$ cat src/rtl/sr_latch_arbiter_if.sv
// sr_latch_arbiter_if: request/grant and latch drive signals of the SR latch arbiter
interface sr_latch_arbiter_if #(parameter int NREQ = 4);
  logic [NREQ-1:0] req;
  logic [NREQ-1:0] op;
  logic [NREQ-1:0] gnt;
  logic s_out;
  logic r_out;
  logic q_in;
  logic done;
  logic err;
  modport master (output req, op, q_in, input gnt, s_out, r_out, done, err);
  modport slave (input req, op, q_in, output gnt, s_out, r_out, done, err);
endinterface

$ cat src/rtl/sr_latch_arbiter.sv
// sr_latch_arbiter: round-robin SR latch pulse sequencer; SR_ARB_VERIFY_EN adds a q_in readback CHECK state
module sr_latch_arbiter #(
  parameter int NREQ = 4,
  parameter int PULSE_W = 2,
  parameter int GAP_W = 1
) (
  input logic clk,
  input logic rst,
  sr_latch_arbiter_if.slave bus
);
  localparam int MX = (PULSE_W > GAP_W) ? PULSE_W : GAP_W;
  localparam int CW = $clog2(MX) + 1;
  localparam int PTRW = $clog2(NREQ);
  localparam logic [1:0] IDLE = 2'd0;
  localparam logic [1:0] PULSE = 2'd1;
  localparam logic [1:0] GAP = 2'd2;
`ifdef SR_ARB_VERIFY_EN
  localparam logic [1:0] CHECK = 2'd3;
`endif
  logic [1:0] state, state_n;
  logic [CW-1:0] cnt, cnt_n;
  logic [PTRW-1:0] ptr, ptr_n, win;
  logic [NREQ-1:0] gnt_n;
  logic op_r, op_n, found;
  always_comb begin
    found = 1'b0;
    win = ptr;
    for (int i = 0; i < NREQ; i++) begin
      if (!found && bus.req[(int'(ptr) + i) % NREQ]) begin
        found = 1'b1;
        win = PTRW'((int'(ptr) + i) % NREQ);
      end
    end
  end
  always_comb begin
    state_n = state;
    cnt_n = cnt + 1'b1;
    ptr_n = ptr;
    op_n = op_r;
    gnt_n = bus.gnt;
    case (state)
      IDLE: begin
        cnt_n = '0;
        if (found) begin
          state_n = PULSE;
          gnt_n = NREQ'(1) << win;
          op_n = bus.op[win];
          ptr_n = (win == PTRW'(NREQ - 1)) ? '0 : win + 1'b1;
        end
      end
      PULSE: if (cnt == CW'(PULSE_W - 1)) begin
        state_n = GAP;
        cnt_n = '0;
      end
      GAP: if (cnt == CW'(GAP_W - 1)) begin
`ifdef SR_ARB_VERIFY_EN
        state_n = CHECK;
`else
        state_n = IDLE;
`endif
        cnt_n = '0;
      end
      default: begin
        state_n = IDLE;
        cnt_n = '0;
      end
    endcase
    if (state_n == IDLE) gnt_n = '0;
  end
  always_ff @(posedge clk) begin
    if (rst) begin
      state <= IDLE;
      cnt <= '0;
      ptr <= '0;
      op_r <= 1'b0;
      bus.gnt <= '0;
      bus.s_out <= 1'b0;
      bus.r_out <= 1'b0;
      bus.done <= 1'b0;
      bus.err <= 1'b0;
    end else begin
      state <= state_n;
      cnt <= cnt_n;
      ptr <= ptr_n;
      op_r <= op_n;
      bus.gnt <= gnt_n;
      bus.s_out <= (state_n == PULSE) && op_n;
      bus.r_out <= (state_n == PULSE) && !op_n;
`ifdef SR_ARB_VERIFY_EN
      bus.done <= state_n == CHECK;
      bus.err <= (state_n == CHECK) && (bus.q_in != op_n);
`else
      bus.done <= (state_n == GAP) && (cnt_n == CW'(GAP_W - 1));
      bus.err <= 1'b0;
`endif
    end
  end
endmodule

$ cat src/flat_wrapper.sv
// flat-port wrapper written by rule: the top's interface ports become plain ports
module sr_latch_arbiter_flat 
#(
  parameter int NREQ = 4,
  parameter int PULSE_W = 2,
  parameter int GAP_W = 1
)
  (clk, rst, bus_req, bus_op, bus_q_in, bus_gnt, bus_s_out, bus_r_out, bus_done, bus_err);
  sr_latch_arbiter_if #(.NREQ(NREQ)) bus_i ();
  input logic clk;
  input logic rst;
  input wire logic [$bits(bus_i.req)-1:0] bus_req;
  input wire logic [$bits(bus_i.op)-1:0] bus_op;
  input wire logic [$bits(bus_i.q_in)-1:0] bus_q_in;
  output wire logic [$bits(bus_i.gnt)-1:0] bus_gnt;
  output wire logic [$bits(bus_i.s_out)-1:0] bus_s_out;
  output wire logic [$bits(bus_i.r_out)-1:0] bus_r_out;
  output wire logic [$bits(bus_i.done)-1:0] bus_done;
  output wire logic [$bits(bus_i.err)-1:0] bus_err;
  assign bus_i.req = bus_req;
  assign bus_i.op = bus_op;
  assign bus_i.q_in = bus_q_in;
  assign bus_gnt = bus_i.gnt;
  assign bus_s_out = bus_i.s_out;
  assign bus_r_out = bus_i.r_out;
  assign bus_done = bus_i.done;
  assign bus_err = bus_i.err;
  sr_latch_arbiter #(.NREQ(NREQ), .PULSE_W(PULSE_W), .GAP_W(GAP_W)) u_core (.clk(clk), .rst(rst), .bus(bus_i));
endmodule
$ cat config.mk
export PLATFORM = sky130hd
export DESIGN_NAME = sr_latch_arbiter_flat
export DESIGN_NICKNAME = d
export VERILOG_FILES = /design/src/rtl/sr_latch_arbiter_if.sv /design/src/rtl/sr_latch_arbiter.sv /design/src/flat_wrapper.sv
export SDC_FILE = /design/constraint.sdc
export NUM_CORES = 1
export LEC_CHECK = 0
export ABC_AREA = 1
export BUFFER_PORTS_ARGS = -buffer_cell sky130_fd_sc_hd__buf_4
export CAP_MARGIN = 30
export CORE_UTILIZATION = 49
export CTS_BUF_LIST = sky130_fd_sc_hd__clkbuf_4 sky130_fd_sc_hd__clkbuf_8 sky130_fd_sc_hd__clkbuf_16
export CTS_CLUSTER_SIZE = 40
export DETAILED_ROUTE_END_ITERATION = 10
export PLACE_DENSITY = 0.74
export SETUP_SLACK_MARGIN = 0.4
export SYNTH_ARGS = -nofsm -noshare
export SYNTH_HDL_FRONTEND = slang
export SYNTH_SLANG_ARGS = --single-unit
$ cat constraint.sdc
create_clock -name clk -period 1.6 [get_ports clk]
set_input_delay 0.4 -clock clk [delete_from_list [all_inputs] [get_ports clk]]
set_output_delay 0.4 -clock clk [all_outputs]
set_load 0.01 [all_outputs]
==> flow_summary.toml <==
[run_status]
status = "finished, violations left"
failed_checks = "negative setup slack"

[worst_hold_path]
worstHoldPathType = "in2reg"

[critical_path]
worstSetupEndpointType = "flop"
worst_ep_required_time_ns = 1.77
critPathMostFrequentCell = "nand2_1"
slowest_stage = "dfxtp_4"
crit_path_start_kind = "flop"
reg2reg_slack_ns = -0.26
critPathKind = "reg2reg"
crit_chain = "buf_6 -> nand2_1 -> nand2_1 -> nand2_1 -> nand2_1 -> nand4_1 -> nand2_2 -> nand2_4 -> inv_4 -> ha_4 -> o21ai_2 -> a21oi_1"
cpPeakStageDelay_ns = 0.44
worstPathMaxFanout = 7
crit_arrival_ns = 2.03

[sta]
setup_viol = 11
fin_crit_ns = 1.856
fmax_ghz = 0.5387
setup_slack_ns = -0.2563
rsz0062_at_grt = "yes"
hold_viol = 0
min_period_over_period_pct = 116.0
skew_ns = 0.006139
slew_viol_final = 0

[cells_and_area]
final_cell_mix = "44 x nand2_1, 30 x buf_4, 21 x nand2_2"
antenna_cells = 0
fin_cells = 228
layout_commonest_cell = "nand2_1"
syn_to_final_growth_pct = 49.42
drive_above_1_share_pct = 47.76
nets = 224

[floorplanning]
rows = 16
die_y_um = 48.81
fp.dieW_um = 48.81
die-area_mm2 = 0.002382
initial_core_util_pct = 53.63
fp.coreArea_mm2 = 0.002002
io_pins = 19

[synth]
synth_nets = 188
synth_flop_cell = "dfxtp_1"
syn_inst = 166
syn_avg_cell_area_um2 = 6.467
synth_edf_count = 0
synth-seq-cells = 14
yosysWarningCount = 0
seq_area_frac_synth_pct = 26.11
async_reset_ff_share_pct = 0
ys_types = 24
netlist_area_mm2 = 0.001074

[global_routing]
grt_pass1_vias = 1137
grt_antenna_before_repair = 0
grt_pass1_wl_um = 4526
grt_overflow_total = 0
grt_use_total_pct = 23.58
grt_max_degree = 10

[routing]
drcViolationCount = 0
vias_per_cell = 5.206
vias = 1187
totalWireLength_um = 2787
drt-pass1-iter-count = 4
ant_nets = 0
wl_per_cell_um = 12.22
drt_iter0_drc = 16

[power]
ir_drop_mv = 1.439
power_density_mw_per_mm2 = 2013
p_leak_nw = 0.8397

[placement]
routabilityCongestion = 0.8510
dp_hpwl_um = 1971
port_buffers = 16
dp_worst_setup_slack_ns = -0.2881
numPlacedInstances = 221

[run]
drv_cap = 0

[clock_tree]
cts_tree = "built"
clk_latency_ns = 0.28
cts.clk_slew.worst_paths_ns = 0.09
clockRootBuffer = "clkbuf_4"
numCtsBuffers = 3
htree_num_levels = 1
cts_sinks = 14
clk_path_buf_depth = 2
-- cells by family (layout without fill, tap and decap cells) --
| family | count (synthesis) | after routing | share of synthesized area, % |
|---|---|---|---|
| compound gates | 15 | 15 | 9.675 |
| fa+ha+maj | 11 | 11 | 12.82 |
| buf+inv | 22 | 57 | 8.975 |
| flops | 14 | 14 | 26.11 |
| other cells | 1 | 1 | 0.3493 |
| simple gates | 103 | 103 | 42.07 |
-- metal layers --
metal,vias to the layer above,GRT usage [%],wire length [um]
met5,-,0,0
li1,594,-,-
met2,29,43.52,1478
met4,0,3.431,0
met1,564,28.52,1219
met3,0,4.673,89
-- cells in the mapped netlist, drive strengths merged, types with 2 or more instances --
library cell,count,area [um^2]
ha,11,137.6
o21ai,4,31.28
buf,2,18.77
a22oi,4,30.03
inv,20,77.58
nand3,13,65.06
nor2,8,37.54
dfxtp,14,280.3
nand2,77,316.6
a21oi,5,28.78
nand4,3,18.77
-- critical path, delay by kind of cell, from the launching register on --
family                   cells  cell delay [ns]
flip-flops                   1             0.44
buffers and inverters        2             0.24
AND/OR/NAND/NOR              7             0.72
AO/OA/AOI/OAI                2             0.15
adder cells (fa/ha/maj)      1             0.20
-- registers in the layout (all words and copies together) (netlist names) --
register / count
u_core.state: 2
u_core.op_r: 1
u_core.bus.s_out: 1
u_core.bus.gnt: 4
u_core.ptr: 2
u_core.bus.done: 1
u_core.bus.r_out: 1
u_core.cnt: 2
-- per-stage QoR --
| stage | setup TNS, ns | hold WS [ns] | power (mW) | cell area, um^2 | util [%] |
|---|---|---|---|---|---|
| floorplan | -0.1086 | 0.4724 | 1.848 | 1124 | - |
| global placement | -1.696 | 0.4744 | 2.398 | 1364 | 68.13 |
| detailed placement | -2.224 | 0.4814 | 2.469 | 1364 | 68.13 |
| CTS | -1.746 | 0.3068 | 2.984 | 1510 | 75.44 |
| global route | -3.327 | 0.2936 | 3.482 | 1604 | 80.13 |
| finish | -1.947 | 0.3027 | 3.228 | 1604 | 80.13 |
-- report_power, final --
group          switching, mW  internal [mW]  total (mW)
Sequential             0.103          0.455       0.558
Clock                  0.115          0.138       0.253
Combinational           1.38           1.03        2.42
-- repair_timing --
action,4_1_cts,5_1_grt
gates cloned,0,0
pin swaps,18,16
gates resized for setup,28,25
buffers inserted,2,1
hold buffers,0,0
hold endpoints to repair,0,0
setup endpoints to repair,12,13
-- layout make-up --
class	instances	area, um^2
clock buffers	4	36.28
fillers	143	397.9
inverters	20	87.58
multi-input cells	130	895.9
flip-flops and latches	14	291.5
well taps	27	33.78
repair buffers	33	259.0
-- final timing paths --
check | from | endpoint | cells past startpoint
worst max-delay path | u_core.ptr[0] | u_core.ptr[1] | 12
worst min-delay path | rst | u_core.cnt[0] | 2
worst max register to register | u_core.ptr[0] | u_core.ptr[1] | 12
worst min register to register | u_core.bus.gnt[0] | u_core.bus.gnt[0] | 2
Power figures use the tool's default switching activity.
